**config.mk**
```make
export PLATFORM = sky130hd
export DESIGN_NAME = divide_r_iter_flat
export DESIGN_NICKNAME = d
export VERILOG_FILES = /design/src/rtl/divide_pkg.sv /design/src/rtl/divide_r_iter_if.sv /design/src/rtl/divide_r_step.sv /design/src/rtl/divide_r_iter.sv /design/src/flat_wrapper.sv
export SDC_FILE = /design/constraint.sdc
export NUM_CORES = 1
export LEC_CHECK = 0
export ABC_CLOCK_PERIOD_IN_PS = 15900
export CAP_MARGIN = 0
export CORE_MARGIN = 2
export CORE_UTILIZATION = 63
export CTS_CLUSTER_DIAMETER = 60
export DETAILED_ROUTE_END_ITERATION = 16
export PLACE_DENSITY = 0.95
export SYNTH_ARGS = -nofsm -noshare
export SYNTH_HDL_FRONTEND = slang
export SYNTH_SLANG_ARGS = --single-unit
```
**constraint.sdc**
```tcl
create_clock -name clk -period 15.9 [get_ports clk]
set_input_delay 3.18 -clock clk [delete_from_list [all_inputs] [get_ports clk]]
set_output_delay 3.18 -clock clk [all_outputs]
set_load 0.02 [all_outputs]
```
**src/rtl/divide_pkg.sv**
```systemverilog
// Shared divider definitions: FSM state encoding and operating-mode constants
// used by all divider variants.
package divide_pkg;

  typedef enum logic [1:0] {
    ST_IDLE = 2'd0,
    ST_RUN  = 2'd1,
    ST_DONE = 2'd2
  } div_state_e;

  localparam logic MODE_FRAC = 1'b0;
  localparam logic MODE_INT  = 1'b1;

endpackage

```
**src/rtl/divide_r_iter_if.sv**
```systemverilog
// Operand/result handshake bundle for the iterative restoring divider.
interface divide_r_iter_if #(
  parameter int unsigned WIDTH = 26
);

  logic             in_valid;
  logic             in_ready;
  logic             mode_int;
  logic [WIDTH-1:0] num;
  logic [WIDTH-1:0] den;
  logic             out_valid;
  logic             out_ready;
  logic [WIDTH-1:0] quot;
  logic [WIDTH-1:0] remo;
  logic             sticky;
  logic             div_zero;
  logic             ovf;

  modport master (
    output in_valid, mode_int, num, den, out_ready,
    input  in_ready, out_valid, quot, remo, sticky, div_zero, ovf
  );

  modport slave (
    input  in_valid, mode_int, num, den, out_ready,
    output in_ready, out_valid, quot, remo, sticky, div_zero, ovf
  );

endinterface

```
**src/rtl/divide_r_step.sv**
```systemverilog
// Combinational restoring-division stage: resolves BITS_PER_CYCLE quotient bits,
// MSB first, shifting one dividend bit into the partial remainder per bit.
module divide_r_step #(
  parameter int unsigned WIDTH          = 26,
  parameter int unsigned BITS_PER_CYCLE = 1
) (
  input  logic [WIDTH:0]          r_i,
  input  logic [WIDTH-1:0]        q_i,
  input  logic [WIDTH:0]          neg_den_i,
  input  logic [WIDTH-1:0]        den_i,
  input  logic [BITS_PER_CYCLE-1:0] nbits_i,
  output logic [WIDTH:0]          r_o,
  output logic [WIDTH-1:0]        q_o
);

  localparam int unsigned XW = WIDTH + 2;

  logic [XW-1:0]  shifted;
  logic [XW-1:0]  trial;
  logic [WIDTH:0] rr;
  logic [WIDTH-1:0] qq;
  logic           take;

  // Trial is one bit wider than r so 2r is never truncated; in range its top
  // bit equals the sign bit t[WIDTH]. A negative trial is restored by adding den back.
  always_comb begin
    rr      = r_i;
    qq      = q_i;
    shifted = '0;
    trial   = '0;
    take    = 1'b0;
    for (int unsigned i = 0; i < BITS_PER_CYCLE; i++) begin
      shifted = (XW'(rr) << 1) | XW'(nbits_i[BITS_PER_CYCLE-1-i]);
      trial   = shifted + {neg_den_i[WIDTH], neg_den_i};
      take    = ~trial[XW-1];
      rr      = take ? trial[WIDTH:0] : trial[WIDTH:0] + {1'b0, den_i};
      qq      = (qq << 1) | WIDTH'(take);
    end
    r_o = rr;
    q_o = qq;
  end

endmodule

```
**src/rtl/divide_r_iter.sv**
```systemverilog
// Iterative unsigned restoring divider with valid/ready handshake, fraction and
// integer modes, and divide-by-zero / fraction-overflow flags.
module divide_r_iter
  import divide_pkg::*;
#(
  parameter int unsigned WIDTH          = 26,
  parameter int unsigned BITS_PER_CYCLE = 1
) (
  input logic            clk,
  input logic            rst,
  divide_r_iter_if.slave bus
);

  localparam int unsigned N  = WIDTH / BITS_PER_CYCLE;
  localparam int unsigned CW = $clog2(N + 1);

  if ((WIDTH % BITS_PER_CYCLE) != 0) begin : g_bad_cfg
    $error("divide_r_iter: BITS_PER_CYCLE must divide WIDTH exactly");
  end

  div_state_e       state_q, state_d;
  logic [CW-1:0]    cnt_q, cnt_d;
  logic [WIDTH:0]   r_q, r_d;
  logic [WIDTH-1:0] q_q, q_d;
  logic [WIDTH-1:0] num_sh_q, num_sh_d;
  logic [WIDTH-1:0] den_q, den_d;
  logic [WIDTH:0]   neg_den_q, neg_den_d;
  logic             mode_q, mode_d;
  logic             ovf_pend_q, ovf_pend_d;
  logic [WIDTH-1:0] quot_q, quot_d;
  logic [WIDTH-1:0] remo_q, remo_d;
  logic             sticky_q, sticky_d;
  logic             div_zero_q, div_zero_d;
  logic             ovf_q, ovf_d;
  logic             out_valid_q, out_valid_d;
  logic             in_ready_q, in_ready_d;

  logic [BITS_PER_CYCLE-1:0] nbits_c;
  logic [WIDTH:0]            r_nx;
  logic [WIDTH-1:0]          q_nx;

  // Fraction mode starts with r0 = num, so no dividend bits are shifted in.
  assign nbits_c = (mode_q == MODE_INT) ? num_sh_q[WIDTH-1 -: BITS_PER_CYCLE] : '0;

  divide_r_step #(
    .WIDTH         (WIDTH),
    .BITS_PER_CYCLE(BITS_PER_CYCLE)
  ) u_step (
    .r_i      (r_q),
    .q_i      (q_q),
    .neg_den_i(neg_den_q),
    .den_i    (den_q),
    .nbits_i  (nbits_c),
    .r_o      (r_nx),
    .q_o      (q_nx)
  );

  always_comb begin
    state_d    = state_q;
    cnt_d      = cnt_q;
    r_d        = r_q;
    q_d        = q_q;
    num_sh_d   = num_sh_q;
    den_d      = den_q;
    neg_den_d  = neg_den_q;
    mode_d     = mode_q;
    ovf_pend_d = ovf_pend_q;
    quot_d     = quot_q;
    remo_d     = remo_q;
    sticky_d   = sticky_q;
    div_zero_d = div_zero_q;
    ovf_d      = ovf_q;

    unique case (state_q)
      ST_IDLE: begin
        if (bus.in_valid) begin
          mode_d     = bus.mode_int;
          den_d      = bus.den;
          neg_den_d  = (WIDTH+1)'(0) - {1'b0, bus.den};
          num_sh_d   = bus.num;
          r_d        = (bus.mode_int == MODE_INT) ? '0 : {1'b0, bus.num};
          q_d        = '0;
          cnt_d      = CW'(N);
          ovf_pend_d = (bus.mode_int == MODE_FRAC) && (bus.num > bus.den);
          if (bus.den == '0) begin
            state_d    = ST_DONE;
            quot_d     = '1;
            remo_d     = bus.num;
            sticky_d   = |bus.num;
            div_zero_d = 1'b1;
            ovf_d      = 1'b0;
          end else begin
            state_d    = ST_RUN;
            quot_d     = '0;
            remo_d     = '0;
            sticky_d   = 1'b0;
            div_zero_d = 1'b0;
            ovf_d      = 1'b0;
          end
        end
      end
      ST_RUN: begin
        r_d      = r_nx;
        q_d      = q_nx;
        num_sh_d = num_sh_q << BITS_PER_CYCLE;
        cnt_d    = cnt_q - CW'(1);
        if (cnt_q == CW'(1)) begin
          state_d = ST_DONE;
          if (ovf_pend_q) begin
            quot_d   = {1'b0, {(WIDTH-1){1'b1}}};
            remo_d   = '0;
            sticky_d = 1'b1;
            ovf_d    = 1'b1;
          end else begin
            quot_d   = (mode_q == MODE_INT) ? q_nx : (q_nx >> 1);
            remo_d   = r_nx[WIDTH-1:0];
            sticky_d = |r_nx[WIDTH-1:0];
          end
        end
      end
      ST_DONE: begin
        if (bus.out_ready) state_d = ST_IDLE;
      end
      default: state_d = ST_IDLE;
    endcase

    out_valid_d = (state_d == ST_DONE);
    in_ready_d  = (state_d == ST_IDLE);
  end

  always_ff @(posedge clk) begin
    if (!rst) begin
      state_q     <= ST_IDLE;
      cnt_q       <= '0;
      r_q         <= '0;
      q_q         <= '0;
      num_sh_q    <= '0;
      den_q       <= '0;
      neg_den_q   <= '0;
      mode_q      <= MODE_FRAC;
      ovf_pend_q  <= 1'b0;
      quot_q      <= '0;
      remo_q      <= '0;
      sticky_q    <= 1'b0;
      div_zero_q  <= 1'b0;
      ovf_q       <= 1'b0;
      out_valid_q <= 1'b0;
      in_ready_q  <= 1'b1;
    end else begin
      state_q     <= state_d;
      cnt_q       <= cnt_d;
      r_q         <= r_d;
      q_q         <= q_d;
      num_sh_q    <= num_sh_d;
      den_q       <= den_d;
      neg_den_q   <= neg_den_d;
      mode_q      <= mode_d;
      ovf_pend_q  <= ovf_pend_d;
      quot_q      <= quot_d;
      remo_q      <= remo_d;
      sticky_q    <= sticky_d;
      div_zero_q  <= div_zero_d;
      ovf_q       <= ovf_d;
      out_valid_q <= out_valid_d;
      in_ready_q  <= in_ready_d;
    end
  end

  assign bus.in_ready  = in_ready_q;
  assign bus.out_valid = out_valid_q;
  assign bus.quot      = quot_q;
  assign bus.remo      = remo_q;
  assign bus.sticky    = sticky_q;
  assign bus.div_zero  = div_zero_q;
  assign bus.ovf       = ovf_q;

endmodule

```
**src/flat_wrapper.sv**
```systemverilog
// flat-port wrapper written by rule: the top's interface ports become plain ports
module divide_r_iter_flat import divide_pkg::*;
#(
  parameter int unsigned WIDTH          = 26,
  parameter int unsigned BITS_PER_CYCLE = 1
)
  (clk, rst, bus_in_valid, bus_mode_int, bus_num, bus_den, bus_out_ready, bus_in_ready, bus_out_valid, bus_quot, bus_remo, bus_sticky, bus_div_zero, bus_ovf);
  divide_r_iter_if #(.WIDTH(WIDTH)) bus_i ();
  input logic clk;
  input logic rst;
  input wire logic [$bits(bus_i.in_valid)-1:0] bus_in_valid;
  input wire logic [$bits(bus_i.mode_int)-1:0] bus_mode_int;
  input wire logic [$bits(bus_i.num)-1:0] bus_num;
  input wire logic [$bits(bus_i.den)-1:0] bus_den;
  input wire logic [$bits(bus_i.out_ready)-1:0] bus_out_ready;
  output wire logic [$bits(bus_i.in_ready)-1:0] bus_in_ready;
  output wire logic [$bits(bus_i.out_valid)-1:0] bus_out_valid;
  output wire logic [$bits(bus_i.quot)-1:0] bus_quot;
  output wire logic [$bits(bus_i.remo)-1:0] bus_remo;
  output wire logic [$bits(bus_i.sticky)-1:0] bus_sticky;
  output wire logic [$bits(bus_i.div_zero)-1:0] bus_div_zero;
  output wire logic [$bits(bus_i.ovf)-1:0] bus_ovf;
  assign bus_i.in_valid = bus_in_valid;
  assign bus_i.mode_int = bus_mode_int;
  assign bus_i.num = bus_num;
  assign bus_i.den = bus_den;
  assign bus_i.out_ready = bus_out_ready;
  assign bus_in_ready = bus_i.in_ready;
  assign bus_out_valid = bus_i.out_valid;
  assign bus_quot = bus_i.quot;
  assign bus_remo = bus_i.remo;
  assign bus_sticky = bus_i.sticky;
  assign bus_div_zero = bus_i.div_zero;
  assign bus_ovf = bus_i.ovf;
  divide_r_iter #(.WIDTH(WIDTH), .BITS_PER_CYCLE(BITS_PER_CYCLE)) u_core (.clk(clk), .rst(rst), .bus(bus_i));
endmodule
```
==> metrics.md <==
| Metric | Value |
|---|---|
| Buffers on Ports | approximately 110 |
| Total setup violations reported at the end of the flow | 0 |
| Chip height | 141.9 um |
| CP Data Arrival Time | 6380 ps |
| Area taken by multi-input logic gates | around 7500 um2 |
| Count of endpoints failing hold in the final timing report | 0 |
| Met2 routing resource usage after global routing | 0.5963 |
| Die area | between 20000 and 25000 um2 |
| Instance count of the mapped netlist | 1508 |
| Portion of the post-synthesis area used by sequential elements | 0.3276 |
| Drt first pass iters | 7 |
| Unrepaired setup endpoints after global routing | false |
| Number of remaining DRC errors | 0 |
| H-tree level count | 4 |
| Growth of design area from synthesis to finish | 15.02% |
| Iteration-0 DRC count of the detailed router | ~1.8k |
| Least-Margin Pin Slew | about 1200 ps |
| Net count after synthesis | approximately 1.6k |
| Source-to-sink clock delay at the later pin of the worst-skew pair | 450 ps |
| Share of the clock period used by the worst path after layout | 0.3789 |
| Clock tree from TritonCTS | built |
| Number of buffers on the longest clock path | 2 |
| Initial cell density of the core | 0.6404 |
| Crit-path max cell delay | ~560 ps |
| TritonCTS buffer count | 17 |
| Horizontal die dimension | around 140 um |
| Standard-cell rows | 50 |
| Detailed-route via count | about 12k |
| Highest achievable clock rate | between 150 and 200 MHz |
| Post-synth top flop | dfxtp_1 |
| Total clock sinks | roughly 200 |
| Cell mode on critical path | o21ai_0 |
| Root buffer selected by CTS | clkbuf_16 |
| Most numerous cell types in the synthesized netlist | 198 x a21oi_1, 196 x dfxtp_1, 178 x nor2_1 |
| Initial antenna violation count | 0 |
| Syn avg cell area | 7.944 um2 |
| Total Nets Final | roughly 1.7k |
| Number of violations of the max-capacitance limit | 0 |
| Count of flip-flops with a built-in enable after synthesis | 0 |
| Biggest area consumer among synthesized cells | dfxtp_1 |
| Worst max-slew margin expressed relative to the limit | 0.1788 |
| Top cell family by delay on the critical path | simple AND/OR/NAND/NOR gates |
| #FFs+latches synth | about 200 |
| Fin area | about 14000 um2 |
| LEAKAGE | 5.448 nW |
| Maximum vdd ir drop | between 0.09 and 0.1 mV |
| Pin count of the biggest net entering global routing | roughly 110 |
| Per-cell routed wire length | approximately 21 um |
| Global-route wire length before repair | a little under 60000 um |
| GRT Overall Usage | 0.3665 |
| Worst path slowest cell | clkdlybuf4s50_1 |
| Final Max Tran Viols | 0 |
| Type of element launching the critical path | input port |
| Number of stages on the worst setup path | 11 |
| Post-CTS resize count | 0 |
| Timing endpoint of the critical path | u_core.bus.remo[20] |
| Via-to-Cell Ratio | between 6 and 7 |
| IO Count | ~110 |
| Setup slack of the worst register-to-register path | roughly 10000 ps |
| Final weighted congestion of routability-driven global placement | just over 1 |
| FILL cells | 1308 |
| CP required | around 16000 ps |
| FFs w/ async S/R, synth | 0 |
| Depth of the worst register-to-register path | 22 |
| Setup TNS | 0 ps |
| P per Cell Area | around 100 nW/um2 |
| Reg-to-reg startpoint | u_core.mode_q |
| Sequential cell area | between 3000 and 4000 um2 |
| Placed standard-cell area | around 13000 um2 |
| Met3 usage | 0.06919 |
| Clock input transition at the sequential cells of the worst setup and hold paths | 80 ps |
| Global-route layer with the greatest usage | met2 |
| Total length of routed wires | about 38000 um |
| Post-synth top area share | 0.3276 |
| HPWL after detailed placement | between 20000 and 30000 um |
| CP Launch Point | bus_den[12] |
| Fin Clk Skew | approximately 13 ps |
| GR Util met1 | 0.4822 |
| Buffer count from post-CTS setup fixing | 0 |
| Minimum period implied by the final worst setup slack | approximately 6000 ps |
| Crit path max fanout | 28 |
| Leading cell type by number of instances after synthesis | a21oi_1 |
| Kind of path behind the tightest hold check | flip-flop to flip-flop |
| Fraction of layout cells with a size suffix above 1 | 0.05722 |
| R2r endpoint | u_core.bus.sticky |
| Critical Setup Path Class | input port to flip-flop |
| Post-Syn Area | roughly 12000 um2 |
| Outcome | completed |
| Worst path cell trace | clkdlybuf4s50_1 -> inv_2 -> nand4_1 -> nor4_1 -> nand3_1 -> or3_1 -> nor2_4 -> a21oi_1 -> o21ai_0 -> o21ai_0 -> nor2_1 |
| Sum of buffers and inverters on the critical path | 2 |
| Antenna Cells | 0 |
| Area of the core | ~19000 um2 |
| Antenna-violating nets left | 0 |
| Cell types occupying the most area after synthesis | dfxtp_1 33%, ha_1 8.6%, a21oi_1 8.3% |
| Kind of end point of the critical path | flip-flop |
| Number of buffers inserted for hold repair after clock tree synthesis | 0 |
| Unique masters post-synth | 85 |
| Total overflow reported by the global router | 0 |
| Number of global-route vias before repair | between 10k and 15k |
| Count of warnings emitted by yosys | 0 |
tightest hold or removal path: stages, from the launching register on:
cell and delay [ps]:
dfxtp_1 320, nand2_1 50, a21oi_1 50
metrics by stage:
stage	util	cells	hold WS, ps	power [mW]	setup slack [ps]
floorplan	-	1508	436.2	0.8299	10730
global placement	0.7014	1775	443.0	0.9467	9647
detailed placement	0.7014	1775	449.0	0.9581	9615
CTS	0.7366	1807	458.0	1.425	9976
global route	0.7366	1807	477.1	1.488	9601
finish	0.7366	1807	455.7	1.443	9875
worst min-delay path by stage:
stage | startpoint | endpoint | cells past startpoint | slack [ps]
4_1_cts | u_core.neg_den_q[14] | u_core.neg_den_q[14] | 2 | 460
6_report | u_core.neg_den_q[11] | u_core.neg_den_q[11] | 2 | 460
5_1_grt | u_core.den_q[17] | u_core.den_q[17] | 2 | 480
3_3_place_gp | u_core.neg_den_q[19] | u_core.neg_den_q[19] | 2 | 440
2_1_floorplan | u_core.neg_den_q[10] | u_core.neg_den_q[10] | 2 | 440
3_5_place_dp | u_core.neg_den_q[20] | u_core.neg_den_q[20] | 2 | 450
layout by cell type, fill, tap and decap left out, types with 20 or more instances in the layout:
| cell | count |
|---|---|
| a21oi_1 | 197 |
| nor3_1 | 23 |
| o22ai_1 | 29 |
| dfxtp_1 | 196 |
| o21ai_0 | 76 |
| inv_1 | 46 |
| nand3_1 | 24 |
| a221oi_1 | 20 |
| nand2_1 | 161 |
| xnor2_1 | 47 |
| a22oi_1 | 28 |
| clkdlybuf4s50_1 | 113 |
| nor2_1 | 175 |
| a21o_1 | 20 |
| ha_1 | 82 |
| mux2i_1 | 41 |
final cells by class:
type                       count  share of cell area
clock buffer                  17             0.03088
inverter                      48             0.01326
clock inverter                15             0.01689
tap                          234             0.02125
multi-input combinational   1174              0.5454
timing repair buffer         123             0.08754
sequential                   196              0.2848
kinds of logic after synthesis:
logic type / count (synthesis) / synth area share
flops: 196 / 0.3276
simple gates: 481 / 0.1808
buf+inv: 138 / 0.04878
xor+xnor: 66 / 0.04826
compound gates: 496 / 0.2642
mux: 47 / 0.04147
fa+ha+maj: 84 / 0.08899
state kept, by name (all words and copies together) (netlist names), 2 cells and up:
register and cells:
u_core.bus.quot 26, u_core.cnt_q 5, u_core.state_q 2, u_core.neg_den_q 27, u_core.r_q 27, u_core.den_q 25, u_core.num_sh_q 26, u_core.q_q 25
u_core.bus.remo 26
per-layer routing:
layer,up-vias,wire (um),share of wire
met3,159,4476,0.12
met5,-,0,0
met1,5761,14660,0.39
li1,5584,-,-
met4,0,1468,0.039
met2,822,17040,0.45
power by group:
part / switching [mW] / internal [mW] / total, mW / leakage (nW)
sequential: 0.0265 / 0.527 / 0.553 / 1.61
clock: 0.227 / 0.247 / 0.473 / 0.314
combinational: 0.262 / 0.155 / 0.417 / 3.53
(Power assumes the default switching activity.)
